## config.mk

```make
export PLATFORM = sky130hd
export DESIGN_NAME = dpram_fifo_ctrl
export DESIGN_NICKNAME = d
export VERILOG_FILES = /design/src/rtl/dpram_pkg.sv /design/src/rtl/dprams.sv /design/src/rtl/dpram_fifo_ctrl.sv
export SDC_FILE = /design/constraint.sdc
export NUM_CORES = 2
export LEC_CHECK = 0
export BUFFER_PORTS_ARGS = -buffer_cell sky130_fd_sc_hd__buf_2
export CELL_PAD_IN_SITES_DETAIL_PLACEMENT = 0
export CELL_PAD_IN_SITES_GLOBAL_PLACEMENT = 2
export CORE_ASPECT_RATIO = 0.9
export CORE_MARGIN = 2
export CORE_UTILIZATION = 50
export DETAILED_ROUTE_END_ITERATION = 10
export GPL_TIMING_DRIVEN = 0
export MAX_ROUTING_LAYER = met4
export PLACE_DENSITY = 0.75
export SLEW_MARGIN = 10
export SYNTH_ARGS = -nofsm -noshare
export SYNTH_HDL_FRONTEND = slang
export SYNTH_SLANG_ARGS = --single-unit
```

## constraint.sdc

```tcl
create_clock -name clk -period 4.2 [get_ports clk]
set_clock_uncertainty 0.05 [all_clocks]
set_input_delay 0 -clock clk [delete_from_list [all_inputs] [get_ports clk]]
set_output_delay 0 -clock clk [all_outputs]
set_load 0.02 [all_outputs]
```

## src/rtl/dpram_pkg.sv

```systemverilog
// Shared sizing constants for the dual-port-RAM FIFO controller and its RAM.
package dpram_pkg;
    localparam int DW       = 8;
    localparam int AW       = 8;
    localparam int DEPTH    = 1 << AW;
    localparam int AF_LEVEL = 240;
endpackage

```

## src/rtl/dprams.sv

```systemverilog
// Simple dual-port RAM: one write port, one read port with a registered q.
module dprams #(
    parameter int DW = dpram_pkg::DW,
    parameter int AW = dpram_pkg::AW
) (
    input  logic          clock,
    input  logic [DW-1:0] data,
    input  logic [AW-1:0] wraddress,
    input  logic [AW-1:0] rdaddress,
    input  logic          wren,
    output logic [DW-1:0] q
);
    logic [DW-1:0] mem [0:(1<<AW)-1];

    always_ff @(posedge clock) begin
        if (wren)
            mem[wraddress] <= data;
        q <= mem[rdaddress];
    end
endmodule

```

## src/rtl/dpram_fifo_ctrl.sv

```systemverilog
// FIFO controller around dprams: count-based flags, 1-cycle read latency,
// one-cycle overflow/underflow pulses, synchronous flush.
module dpram_fifo_ctrl #(
    parameter int DW       = dpram_pkg::DW,
    parameter int AW       = dpram_pkg::AW,
    parameter int AF_LEVEL = dpram_pkg::AF_LEVEL
) (
    input  logic          clk,
    input  logic          rst,
    input  logic          wr_en,
    input  logic [DW-1:0] wr_data,
    input  logic          rd_en,
    input  logic          flush,
    output logic [DW-1:0] rd_data,
    output logic          rd_valid,
    output logic          full,
    output logic          empty,
    output logic          almost_full,
    output logic [AW:0]   count,
    output logic          overflow,
    output logic          underflow
);
    localparam int          DEPTH  = 1 << AW;
    localparam logic [AW:0] FULL_C = DEPTH[AW:0];
    localparam logic [AW:0] AF_C   = AF_LEVEL[AW:0];

    logic [AW-1:0] wr_ptr, rd_ptr;
    logic          wr_acc, rd_acc;
    logic [AW:0]   cnt_nxt;
    logic [DW-1:0] ram_q;

    // Gating uses the registered flags, so a read and write can never
    // hit the same address in one cycle.
    assign wr_acc  = wr_en & ~full  & ~flush;
    assign rd_acc  = rd_en & ~empty & ~flush;
    assign cnt_nxt = count + {{AW{1'b0}}, wr_acc} - {{AW{1'b0}}, rd_acc};

    always_ff @(posedge clk) begin
        if (rst || flush) begin
            wr_ptr      <= '0;
            rd_ptr      <= '0;
            count       <= '0;
            full        <= 1'b0;
            empty       <= 1'b1;
            almost_full <= 1'b0;
            rd_valid    <= 1'b0;
            overflow    <= 1'b0;
            underflow   <= 1'b0;
        end else begin
            if (wr_acc) wr_ptr <= wr_ptr + 1'b1;
            if (rd_acc) rd_ptr <= rd_ptr + 1'b1;
            count       <= cnt_nxt;
            full        <= (cnt_nxt == FULL_C);
            empty       <= (cnt_nxt == '0);
            almost_full <= (cnt_nxt >= AF_C);
            rd_valid    <= rd_acc;
            overflow    <= wr_en & full;
            underflow   <= rd_en & empty;
        end
    end

    // RAM q is not resettable; mask it so rd_data reads zero when idle.
    assign rd_data = rd_valid ? ram_q : '0;

    dprams #(.DW(DW), .AW(AW)) u_ram (
        .clock     (clk),
        .data      (wr_data),
        .wraddress (wr_ptr),
        .rdaddress (rd_ptr),
        .wren      (wr_acc),
        .q         (ram_q)
    );
endmodule

```

### After elaboration in Yosys (flattened, before gate mapping)

Memory sizes are Yosys's and may differ from the RTL's. A register that Yosys moved wholly into a read port is not among the register bits.
Cells that the tools add are included.

* bits in writable memories: 2048
* output and inout port bits: 23
* register bits after elaboration: 31
* memories kept: 1
* input port bits: 13
* logic and storage cells: 30

Memories
* u_ram.mem: words 256, width 8, read ports 1, clocked after Yosys merged registers in 1, wr ports 1, RTL line dprams.sv:13 `logic [DW-1:0] mem [0:(1<<AW)-1];`

* add/sub/neg operators: 4
* reduce and logical (&&, ||, !) cells: 2
* order comparisons: 1
* equal/unequal tests: 1
* bitwise gates (word level): 9
* multiplexer cells: 3

Operators with widths (number)
* $add 8x1->8 const B: 2
* $add 9x1->9: 1
* $eq 9x9->1 const B: 1
* $ge 9x8->1 const B: 1
* $logic_not 9->1: 1
* $sub 9x1->9: 1
* $mux 8: 1
* $and 1x1->1: 6
* $not 1->1: 3
* $mux 1: 2
* $logic_or 1x1->1: 1

### Depth between registers and ports, before layout

* word-level depth: 6
* depth in mapped cells: 17
* depth with buffers taken out: 16

### Modules after synthesis

Synthesis repeated with hierarchy kept, for this count alone.

* cells, all modules: 3909
* area, all modules: 81120.3 um^2

Modules (own cells, without submodules)
* dprams: cells an instance 3733, instances 1, area an instance 79556.3 um^2
* dpram_fifo_ctrl: cells an instance 176, instances 1, area an instance 1564.0 um^2

### Least setup slack after synthesis

Ideal clock, no wire load.

* path type: reg-to-reg
* start: register full
* end: register empty
* cell stages (with the launch flop): 18
* arrival time: 3.077 ns
* setup slack: 0.945 ns
* setup time: 0.128 ns
* cells stage by stage: dfxtp_1 -> nor2b_1 -> nor2b_1 -> buf_2 -> inv_1 -> ha_1 -> inv_1 -> ha_1 -> inv_1 -> fa_1 -> nor2b_1 -> o21ai_1 -> a21boi_0 -> o31a_1 -> o21a_1 -> or4_1 -> nand2_1 -> a21oi_1

* cells in the longest elaborated chain, start to end: 6

Ends and longest elaborated chain
* start: declaration: RTL line dpram_fifo_ctrl.sv:16 `output logic full,`
* start signal: assignment: RTL line dpram_fifo_ctrl.sv:53 `full <= (cnt_nxt == FULL_C);`
* $not 1->1: RTL line dpram_fifo_ctrl.sv:34 `assign wr_acc = wr_en & ~full & ~flush;`
* $and 1x1->1 (2 in a row): RTL line dpram_fifo_ctrl.sv:34
* $add 9x1->9: RTL line dpram_fifo_ctrl.sv:36 `assign cnt_nxt = count + {{AW{1'b0}}, wr_acc} - {{AW{1'b0}}, rd_acc};`
* $sub 9x1->9: RTL line dpram_fifo_ctrl.sv:36
* $logic_not 9->1: RTL line dpram_fifo_ctrl.sv:54 `empty <= (cnt_nxt == '0);`
* end signal: assignment: RTL line dpram_fifo_ctrl.sv:54
* end: declaration: RTL line dpram_fifo_ctrl.sv:17 `output logic empty,`

No other way between the ends.
A chain may end at the register's enable or synchronous reset.

==> summary by stage <==
Status
The flow ran to the end, but the final reports show violations. The final reports fail on max-capacitance violations, max-slew violations, negative setup slack.

Floorplan
The die outline width is 429 um. The die outline area is roughly 170,000 um2. The placement row count is 140. The effective utilization at floorplan is 50.3%. The number of top-level design ports is 36.

The area of the core is 162,000 um2. The die height is 387 um.

Worst setup path
The critical path in this run is classified as reg -> reg. The largest individual stage delay along the critical path comes from the cell sky130_fd_sc_hd__clkbuf_1. The longest individual stage delay on the worst path is roughly 1.2 ns.

The type of element capturing the critical path is a flop. The worst path required time is ~4.9 ns. The critical path goes through buf_4 -> nor2b_1 -> clkbuf_2 -> clkbuf_1 -> a22oi_1 -> a211oi_2 -> o41ai_1 -> o22ai_1. In this run the worst path has a maximum fanout of 10. The startpoint type of the worst setup path is a flop. Data on the critical path arrives at its endpoint at between 5 and 6 ns. Grouping stages by cell kind, the critical path spends the most delay in buffers and inverters. The number of buffers and inverters on the critical path is 3. For flop-to-flop paths, the worst setup slack is -0.29 ns.

Power and ir drop
VDD sags by at most 0.408 mV. The leakage power figure is about 28 nW. The completed layout was analyzed and its total power is 0.0444 W. The cell area power density is 478 nW/um2.

Placed design
Timing analysis after detailed placement gives a worst setup slack of -1.26 ns. The number of input and output port buffers inserted is 35. The cell count after placement is 6,161. The placed instances occupy a cell area of around 86,000 um2.

The weighted congestion at the end of routability-driven global placement is 1.06. Detailed placement ended at an HPWL of around 210,000 um.

Synthesis
The top-area cell type share of the netlist area is 75.5%. The count of mapped cells out of synthesis is 3,950. The most common flop cell mapped by yosys is sky130_fd_sc_hd__edfxtp_1.

Ranked by instance count, the synthesized netlist is headed by 2,048 x sky130_fd_sc_hd__edfxtp_1, 446 x sky130_fd_sc_hd__mux4_2, 312 x sky130_fd_sc_hd__nor2_1. Yosys mapped the design onto 70 distinct sky130hd cell types. After synthesis, the cell types taking the most area are sky130_fd_sc_hd__edfxtp_1 76%, sky130_fd_sc_hd__mux4_2 12%, sky130_fd_sc_hd__mux2i_1 2.1%. Yosys printed 0 warnings. The synthesized design contains 2,048 enable-type register cells. The post-synthesis sequential element count is 2,087.

A synthesized cell averages 20.6 um2. The share of the Yosys chip area taken by registers is 76.5%. When the netlist entered floorplanning its net count stood at about 4,000. Of all flip-flops after synthesis, the portion carrying an async set or reset was 0%. The cell area after synthesis is 81,400 um2.

The dominant cell by count in the synthesized netlist is sky130_fd_sc_hd__edfxtp_1. The biggest area contributor in the post-synthesis netlist is sky130_fd_sc_hd__edfxtp_1.

Clocking
The clock latency reported for the late side of the worst-skew pair is 0.86 ns. The maximum buffer depth of the clock tree is 3. The total clock buffers created by CTS is between 200 and 250. The clock-pin slew on the worst setup and hold paths is 0.07 ns.

CTS saw 2,087 sinks. The H-tree depth is 4. In this run the clock root is driven by a sky130_fd_sc_hd__clkbuf_16. TritonCTS built the clock tree.

Once the clock tree was built, the setup fixing pass inserted 0 buffers.

STA
Subtracting the final worst setup slack from the clock period gives 4.49 ns. The achievable frequency is 223 MHz. After layout, the worst setup slack is -0.294 ns. The number of endpoints with negative hold slack in the final report is 0. The number of max-slew violations in the final report is 17. In this run the tightest slew margin relative to its limit is -4.77%. The final clock period utilization by the worst path is 107%.

The transition time of the tightest slew-check pin is 1.57 ns. Adding up every negative setup slack in the final design gives -2.85 ns. The number of failing setup endpoints in the final timing report is 56. Setup repair after global routing could not meet its margin everywhere.

Worst hold path
In this run the worst hold path is classified as in -> reg.

Global routing
The initial antenna violation count is 30. The first-pass GRT wire length is approximately 410,000 um. The pin count of the biggest net entering global routing is around 140. The number of global-route vias before repair is 42,700. The aggregate global routing overflow is 0. The global-route usage over all layers is roughly two fifths.

Drt
The total wire length is about 320,000 um. The detailed-route vias per instance is 7.10. The detailed-routing iteration count for the pre-antenna-repair pass is 6. The detailed-route via count is 46,700. In this run the remaining antenna-violating nets after routing total 0.

For this block, the initial DRC count from the detailed router was between 9,000 and 10,000. The number of design rule violations left after detail routing is 0. Dividing the detail-routed wire length by the instance count gives 48.4 um.

Finish
The ratio of cells with drive above 1 in the final layout is 25.0%. The post-layout net count is 4,277. The number of inserted filler cells in the final layout is 12,100. The finished cells cover 92,900 um2. The area taken by flip-flops and latches is a little over 60,000 um2. The combined area of the multi-input logic cells is 17,900 um2. Relative to the synthesized area, the layout overhead comes to 14.1%. Excluding fillers, the count of instances in the completed layout stands at between 6,000 and 7,000.

Flow run
The total of max-cap violations is 2.
area by class of cell:
type	count	share of cell area [%]
Clock inverter	129	1.40
Antenna cell	20	0.0539
Sequential cell	2087	67.0
Buffer	240	1.88
Timing Repair Buffer	98	1.68
Multi-Input combinational cell	1602	19.3
Inverter	16	0.0647
Tap cell	2130	2.87
Clock buffer	248	5.73
cells by family (layout without fill, tap and decap cells):
group / count (synthesis) / in the layout / share of synthesized area (%)
simple gates: 535 / 535 / 2.89
xor+xnor: 17 / 17 / 0.183
buf+inv: 261 / 731 / 1.98
mux: 638 / 638 / 14.8
compound gates: 397 / 397 / 3.43
flops: 2087 / 2087 / 76.5
fa+ha+maj: 15 / 15 / 0.240
other cells: 0 / 20 / 0
sequential cells by signal (all words and copies together) (netlist names):
register / count
rd_ptr: 8
rd_valid: 1
u_ram.mem: 2048
overflow: 1
empty: 1
wr_ptr: 8
almost_full: 1
u_ram.q: 8
underflow: 1
full: 1
count: 9
final timing paths:
check / from / to / cells past startpoint
worst max-delay path: rd_ptr[2] / u_ram.q[3] / 8
worst min-delay path: wr_data[1] / u_ram.mem[108][1] / 2
worst max register to register: rd_ptr[2] / u_ram.q[3] / 8
worst min register to register: wr_ptr[0] / wr_ptr[0] / 2
power breakdown:
| group | leakage (nW) | switching, W | internal, W |
|---|---|---|---|
| registers | 18.7 | 0.0000306 | 0.0229 |
| logic | 6.17 | 0.00195 | 0.000968 |
| clock network | 3.24 | 0.00815 | 0.0104 |
| total | 28.1 | 0.0101 | 0.0343 |
repair_timing:
action	in CTS	in global routing
hold buffers	17	0
endpoints found under the hold margin	1423	0
endpoints found under the setup margin	54	209
pin swaps	3	1
gates resized for setup	107	25
metrics by stage:
stage	utilization (%)	hold slack (ns)
3_3_place_gp	52.1	0.208
4_1_cts	57.3	0.0610
5_1_grt	57.4	0.0994
2_1_floorplan	-	0.0489
6_report	57.4	0.105
3_5_place_dp	52.9	0.210
cell usage in the layout, fill, tap and decap left out, types with 43 or more instances in the layout:
master / instances
sky130_fd_sc_hd__buf_4: 57
sky130_fd_sc_hd__nor2_1: 291
sky130_fd_sc_hd__mux4_2: 446
sky130_fd_sc_hd__clkbuf_2: 46
sky130_fd_sc_hd__mux2i_1: 171
sky130_fd_sc_hd__clkbuf_16: 206
sky130_fd_sc_hd__clkinv_1: 47
sky130_fd_sc_hd__a21oi_1: 76
sky130_fd_sc_hd__clkbuf_1: 85
sky130_fd_sc_hd__a22oi_1: 61
sky130_fd_sc_hd__edfxtp_1: 2048
sky130_fd_sc_hd__o21ai_0: 43
sky130_fd_sc_hd__buf_2: 59
sky130_fd_sc_hd__nand2_1: 58
sky130_fd_sc_hd__nand3_1: 43
routing by layer:
layer  up-vias  share of wire, %  global-route usage, %  wire length, um
met5         -                 0                      -                0
met4         0               6.7                   21.0            21200
met3       842                15                   15.2            48000
met2      4030                42                   52.2           133000
li1      17000                 -                      -                -
met1     24800                37                   52.5           117000
Note: power is estimated with default switching activity, not from simulation.
